File: src/rtl/deci_up_counter_if.sv
// deci_up_counter_if: control and status bundle of the two-digit BCD
// up-counter. The master drives enable/load, the counter (slave) drives
// the digits and the flags back.
interface deci_up_counter_if;
  logic       en;        // count enable
  logic       load;      // synchronous load request
  logic [7:0] load_val;  // BCD load value, [7:4] tens, [3:0] ones
  logic [3:0] cnt_ones;  // ones digit, 0..9
  logic [3:0] cnt_tens;  // tens digit, 0..9
  logic       tc;        // terminal count (count == LIMIT and en)
  logic       load_err;  // one-cycle pulse after a rejected load

  modport master (
    output en, load, load_val,
    input  cnt_ones, cnt_tens, tc, load_err
  );

  modport slave (
    input  en, load, load_val,
    output cnt_ones, cnt_tens, tc, load_err
  );
endinterface

File: src/rtl/deci_up_counter.sv
// deci_up_counter: two-digit BCD up-counter 00..LIMIT with count enable,
// synchronous parallel load with range checking, a combinational
// terminal-count flag and a registered load-error pulse.
//
// Build option: define DECI_UP_CNT_SATURATE_EN to make the counter hold at
// LIMIT instead of wrapping to 00. Load behaviour is the same either way.
//
// Reset rst is asynchronous and active-low.
module deci_up_counter #(
  parameter int LIMIT = 99  // terminal count as a decimal integer, 1..99
) (
  input  logic              clk,
  input  logic              rst,
  deci_up_counter_if.slave  bus
);

  localparam logic [3:0] LIMIT_TENS = 4'(LIMIT / 10);
  localparam logic [3:0] LIMIT_ONES = 4'(LIMIT % 10);

  // Registered state: the count itself is the whole state machine.
  logic [3:0] ones_reg, ones_next;
  logic [3:0] tens_reg, tens_next;
  logic       load_err_reg, load_err_next;

  // Digit views of the load value and of the current count, index 0 = ones.
  logic [3:0] load_digit [2];
  logic [3:0] cnt_digit  [2];
  logic [1:0] load_digit_ok;
  logic [1:0] cnt_digit_ok;

  assign cnt_digit[0] = ones_reg;
  assign cnt_digit[1] = tens_reg;

  genvar gi;
  generate
    for (gi = 0; gi < 2; gi++) begin : g_digit
      assign load_digit[gi]    = bus.load_val[gi*4 +: 4];
      assign load_digit_ok[gi] = (load_digit[gi] <= 4'd9);
      assign cnt_digit_ok[gi]  = (cnt_digit[gi] <= 4'd9);
    end
  endgenerate

  // Range compare done digit-wise in BCD; only meaningful once both digits
  // are known to be decimal, which the validity terms below guarantee.
  logic load_in_range;
  logic load_valid;
  logic cnt_in_range;
  logic cnt_legal;
  logic at_limit;
  logic ones_at_nine;

  assign load_in_range = (load_digit[1] < LIMIT_TENS) ||
                         ((load_digit[1] == LIMIT_TENS) && (load_digit[0] <= LIMIT_ONES));
  assign load_valid    = (&load_digit_ok) && load_in_range;

  assign cnt_in_range  = (tens_reg < LIMIT_TENS) ||
                         ((tens_reg == LIMIT_TENS) && (ones_reg <= LIMIT_ONES));
  assign cnt_legal     = (&cnt_digit_ok) && cnt_in_range;

  assign at_limit      = (tens_reg == LIMIT_TENS) && (ones_reg == LIMIT_ONES);
  assign ones_at_nine  = (ones_reg == 4'd9);

  // Next-state: load beats enable beats hold; illegal counts recover to 00.
  always_comb begin
    ones_next     = ones_reg;
    tens_next     = tens_reg;
    load_err_next = 1'b0;
    if (bus.load) begin
      if (load_valid) begin
        ones_next = load_digit[0];
        tens_next = load_digit[1];
      end else begin
        load_err_next = 1'b1;
      end
    end else if (bus.en) begin
      if (!cnt_legal) begin
        ones_next = 4'd0;
        tens_next = 4'd0;
      end else if (at_limit) begin
`ifdef DECI_UP_CNT_SATURATE_EN
        ones_next = ones_reg;
        tens_next = tens_reg;
`else
        ones_next = 4'd0;
        tens_next = 4'd0;
`endif
      end else if (ones_at_nine) begin
        ones_next = 4'd0;
        tens_next = tens_reg + 4'd1;
      end else begin
        ones_next = ones_reg + 4'd1;
      end
    end
  end

  // State register with asynchronous active-low clear.
  always_ff @(posedge clk or negedge rst) begin
    if (!rst) begin
      ones_reg     <= 4'd0;
      tens_reg     <= 4'd0;
      load_err_reg <= 1'b0;
    end else begin
      ones_reg     <= ones_next;
      tens_reg     <= tens_next;
      load_err_reg <= load_err_next;
    end
  end

  // tc depends only on the registered count and en, so it can drive the
  // en of a following stage that must advance on the wrap edge.
  assign bus.cnt_ones = ones_reg;
  assign bus.cnt_tens = tens_reg;
  assign bus.load_err = load_err_reg;
  assign bus.tc       = at_limit & bus.en;

endmodule

File: src/flat_wrapper.sv
// flat-port wrapper written by rule: the top's interface ports become plain ports
module deci_up_counter_flat 
#(
  parameter int LIMIT = 99                                               
)
  (clk, rst, bus_en, bus_load, bus_load_val, bus_cnt_ones, bus_cnt_tens, bus_tc, bus_load_err);
  deci_up_counter_if bus_i ();
  input  logic clk;
  input  logic rst;
  input wire logic [$bits(bus_i.en)-1:0] bus_en;
  input wire logic [$bits(bus_i.load)-1:0] bus_load;
  input wire logic [$bits(bus_i.load_val)-1:0] bus_load_val;
  output wire logic [$bits(bus_i.cnt_ones)-1:0] bus_cnt_ones;
  output wire logic [$bits(bus_i.cnt_tens)-1:0] bus_cnt_tens;
  output wire logic [$bits(bus_i.tc)-1:0] bus_tc;
  output wire logic [$bits(bus_i.load_err)-1:0] bus_load_err;
  assign bus_i.en = bus_en;
  assign bus_i.load = bus_load;
  assign bus_i.load_val = bus_load_val;
  assign bus_cnt_ones = bus_i.cnt_ones;
  assign bus_cnt_tens = bus_i.cnt_tens;
  assign bus_tc = bus_i.tc;
  assign bus_load_err = bus_i.load_err;
  deci_up_counter #(.LIMIT(LIMIT)) u_core (.clk(clk), .rst(rst), .bus(bus_i));
endmodule
File: config.mk
export PLATFORM = sky130hd
export DESIGN_NAME = deci_up_counter_flat
export DESIGN_NICKNAME = d
export VERILOG_FILES = /design/src/rtl/deci_up_counter_if.sv /design/src/rtl/deci_up_counter.sv /design/src/flat_wrapper.sv
export SDC_FILE = /design/constraint.sdc
export NUM_CORES = 1
export LEC_CHECK = 0
export CORE_AREA = 5 5 46 48
export CTS_CLUSTER_DIAMETER = 50
export DETAILED_ROUTE_END_ITERATION = 7
export DIE_AREA = 0 0 51 53
export HOLD_SLACK_MARGIN = 0.15
export PLACE_DENSITY = 0.7
export RECOVER_POWER = 25
export SYNTH_ARGS = -nofsm -noshare
export SYNTH_HDL_FRONTEND = slang
export SYNTH_SLANG_ARGS = --single-unit
File: constraint.sdc
create_clock -name clk -period 2.9 [get_ports clk]
set_input_delay 0.58 -clock clk [delete_from_list [all_inputs] [get_ports clk]]
set_output_delay 0.58 -clock clk [all_outputs]
set_load 0.05 [all_outputs]
==> flow_metrics.py <==
metrics = {
    "floorplan": {
        "die_y_um": 53,
        "die_w_um": 51,
        "die_area_um2": 2700,
        "rows": 15,
        "core_area_um2": 1670,
        "ios": 22,
        "start_util": 0.376,
    },
    "clock_tree": {
        "postCtsHoldBufs": 0,
        "postCtsSetupBuffers": 0,
        "post_cts_resized": 0,
        "htree_levels": 1,
        "clock_sinks": 9,
        "clk_pin_slew_ns": 0.07,
        "ctsRootBufferMaster": "clkbuf_4",
        "tritoncts": "done",
        "clk-insertion-delay-late_ns": 0.27,
        "clockBufferDepth": 2,
        "cts_buffers": 3,
    },
    "worst_setup_path": {
        "reg2reg_slack_ns": 0.94,
        "path_class": "flop to output port",
        "endpoint_kind": "output port",
        "path_cells": "inv_1, ha_1, nand4b_1, or3_1, nor2_1, buf_4",
        "critPathArrivalTime_ns": 1.78,
        "r2r_start": "u_core.bus.cnt_tens[0]",
        "path_max_fanout": 6,
        "cpPeakStageDelay_ns": 0.42,
        "r2r_end": "u_core.bus.cnt_ones[1]",
        "cp-start-kind": "flop",
        "cp.required_ns": 2.32,
        "path_buf_inv": 2,
        "crit_slowest_cell": "dfrtp_1",
        "path_delay_family": "simple AND/OR/NAND/NOR gates",
        "r2r_cells": 6,
    },
    "sta": {
        "finalSetupTns_ns": 0,
        "worst_pin_slew_ns": 0.572,
        "clock_skew_ns": 0.00591,
        "period_needed_ns": 2.36,
        "maxSlewViolCount": 0,
        "setup_viol": 0,
        "postLayoutSetupSlackWorst_ns": 0.537,
        "rsz0062_at_grt": "no",
        "hold_viol_final": 0,
        "fin_crit_sh": 0.815,
        "relSlewSlack": 0.617,
        "max_clock_freq_mhz": 423,
    },
    "hold_path": {
        "hold_path_depth": 1,
        "holdPathEnd": "u_core.bus.cnt_ones[1]",
        "hp-start": "u_core.bus.cnt_ones[1]",
        "hp-class": "flop to flop",
    },
    "synthesis": {
        "synth_edf_count": 0,
        "synthArstFlopShare": 1.00,
        "synth-simple-area-share": 0.116,
        "mappedNetlistArea_um2": 628,
        "ys_types": 28,
        "syn_nets": 86,
        "ys_ff_latch": 9,
        "synthAdderAreaFrac": 0.0598,
        "synth_top_family_by_area": "compound AO/OA/AOI/OAI gates",
        "yosysSeqAreaShare": 0.359,
        "postSynthCellCount": 71,
        "synth_warnings": 0,
        "synth-xor-area-share": 0,
        "synth.area.mux_share": 0,
        "synth-compound-area-share": 0.404,
        "synth_flop_cell": "dfrtp_1",
        "syn_avg_cell_area_um2": 8.85,
    },
    "routing": {
        "drtPass1Iterations": 4,
        "wl_per_cell_um": 14.7,
        "postRouteAntennaNets": 0,
        "route.detailed.drc": 0,
        "drt_iter0_drc": 23,
        "wl_mm": 1.63,
        "route.vias.total": 637,
        "vias_per_cell": 5.74,
    },
    "power_and_ir_drop": {
        "ir_drop_v": 0.000424,
        "power.density_nw_per_um2": 947,
        "power_mw": 0.828,
        "p_leak_nw": 0.381,
    },
    "placement": {
        "portBuffers": 21,
        "dpl.cell_count": 107,
        "place_congestion": 0.809,
        "dp_hpwl_mm": 1.26,
        "place_area_um2": 848,
        "place_ws_ns": 0.463,
    },
    "cells_and_area": {
        "layout.nets": 110,
        "layout_commonest_cell": "clkdlybuf4s50_1",
        "drive_gt1_frac": 0.0745,
        "stdcell_count": 111,
        "diodes": 0,
        "layout_common_cells": "clkdlybuf4s50_1 (19), dfrtp_1 (9), inv_1 (8)",
        "finish.instance_area_um2": 875,
        "syn2layout_area_growth_pct": 39.2,
        "fillCellCount": 148,
    },
    "global_route": {
        "antenna_found_initial": 0,
        "grt_pass1_wl_mm": 2.75,
        "grt_pass1_vias": 574,
        "grt_max_degree": 16,
        "overflow": 0,
        "track_usage": 0.140,
    },
    "run": {
        "drv_cap": 0,
    },
    "status": {
        "outcome": "finished, final reports clean",
    },
}
## synthesized netlist by cell type, types with 2 or more instances
| library cell | number | area, um^2 |
|---|---|---|
| dfrtp_1 | 9 | 225 |
| inv_1 | 8 | 30.0 |
| a21oi_1 | 6 | 30.0 |
| nand2_1 | 6 | 22.5 |
| o21ai_0 | 6 | 30.0 |
| o211ai_1 | 4 | 30.0 |
| ha_1 | 3 | 37.5 |
| nor2_1 | 3 | 11.3 |
| o211a_1 | 3 | 30.0 |
| a22o_1 | 2 | 17.5 |
| a32o_1 | 2 | 20.0 |
| a32oi_1 | 2 | 17.5 |
| nand3_1 | 2 | 10.0 |
## area by class of cell
type / instances / area (um^2) / area share
multi-input cells: 52 / 364 / 0.416
flip-flops and latches: 9 / 225 / 0.258
repair buffers: 21 / 208 / 0.237
inverters: 8 / 30.0 / 0.0343
clock buffers: 4 / 26.3 / 0.0300
well taps: 17 / 21.3 / 0.0243
## how the worst max path moves through the flow
stage                     cells after the start                     end  slack, ns              startpoint
after detailed placement                      5  u_core.bus.cnt_tens[2]       0.46                bus_load
after global placement                        5  u_core.bus.cnt_tens[2]       0.51                bus_load
after global routing                          6                  bus_tc       0.44  u_core.bus.cnt_tens[1]
final                                         6                  bus_tc       0.54  u_core.bus.cnt_tens[1]
after floorplan                               5                  bus_tc       0.22  u_core.bus.cnt_tens[0]
after CTS                                     6                  bus_tc       0.52  u_core.bus.cnt_tens[1]
## kinds of logic (layout without fill, tap and decap cells)
kind of cell / count (synthesis) / in the layout
simple gates: 15 / 15
flops: 9 / 9
buf+inv: 10 / 33
fa+ha+maj: 3 / 3
compound gates: 34 / 34
## per-stage QoR
stage	util	hold WS, ns
6_report	0.524	0.597
5_1_grt	0.524	0.633
4_1_cts	0.524	0.594
3_5_place_dp	0.508	0.570
3_3_place_gp	0.508	0.583
2_1_floorplan	-	0.284
## report_power, final
part | internal [mW] | switching (mW)
Sequential | 0.170 | 0.0642
Clock | 0.0533 | 0.0490
Combinational | 0.188 | 0.304
Total | 0.411 | 0.417
## routing by layer
metal / up-vias / wire, um / global-route usage
li1: 319 / - / -
met1: 288 / 738 / 0.171
met2: 24 / 692 / 0.197
met3: 6 / 153 / 0.0507
met4: 0 / 42 / 0.103
met5: - / 0 / 0
Power figures use the tool's default switching activity.
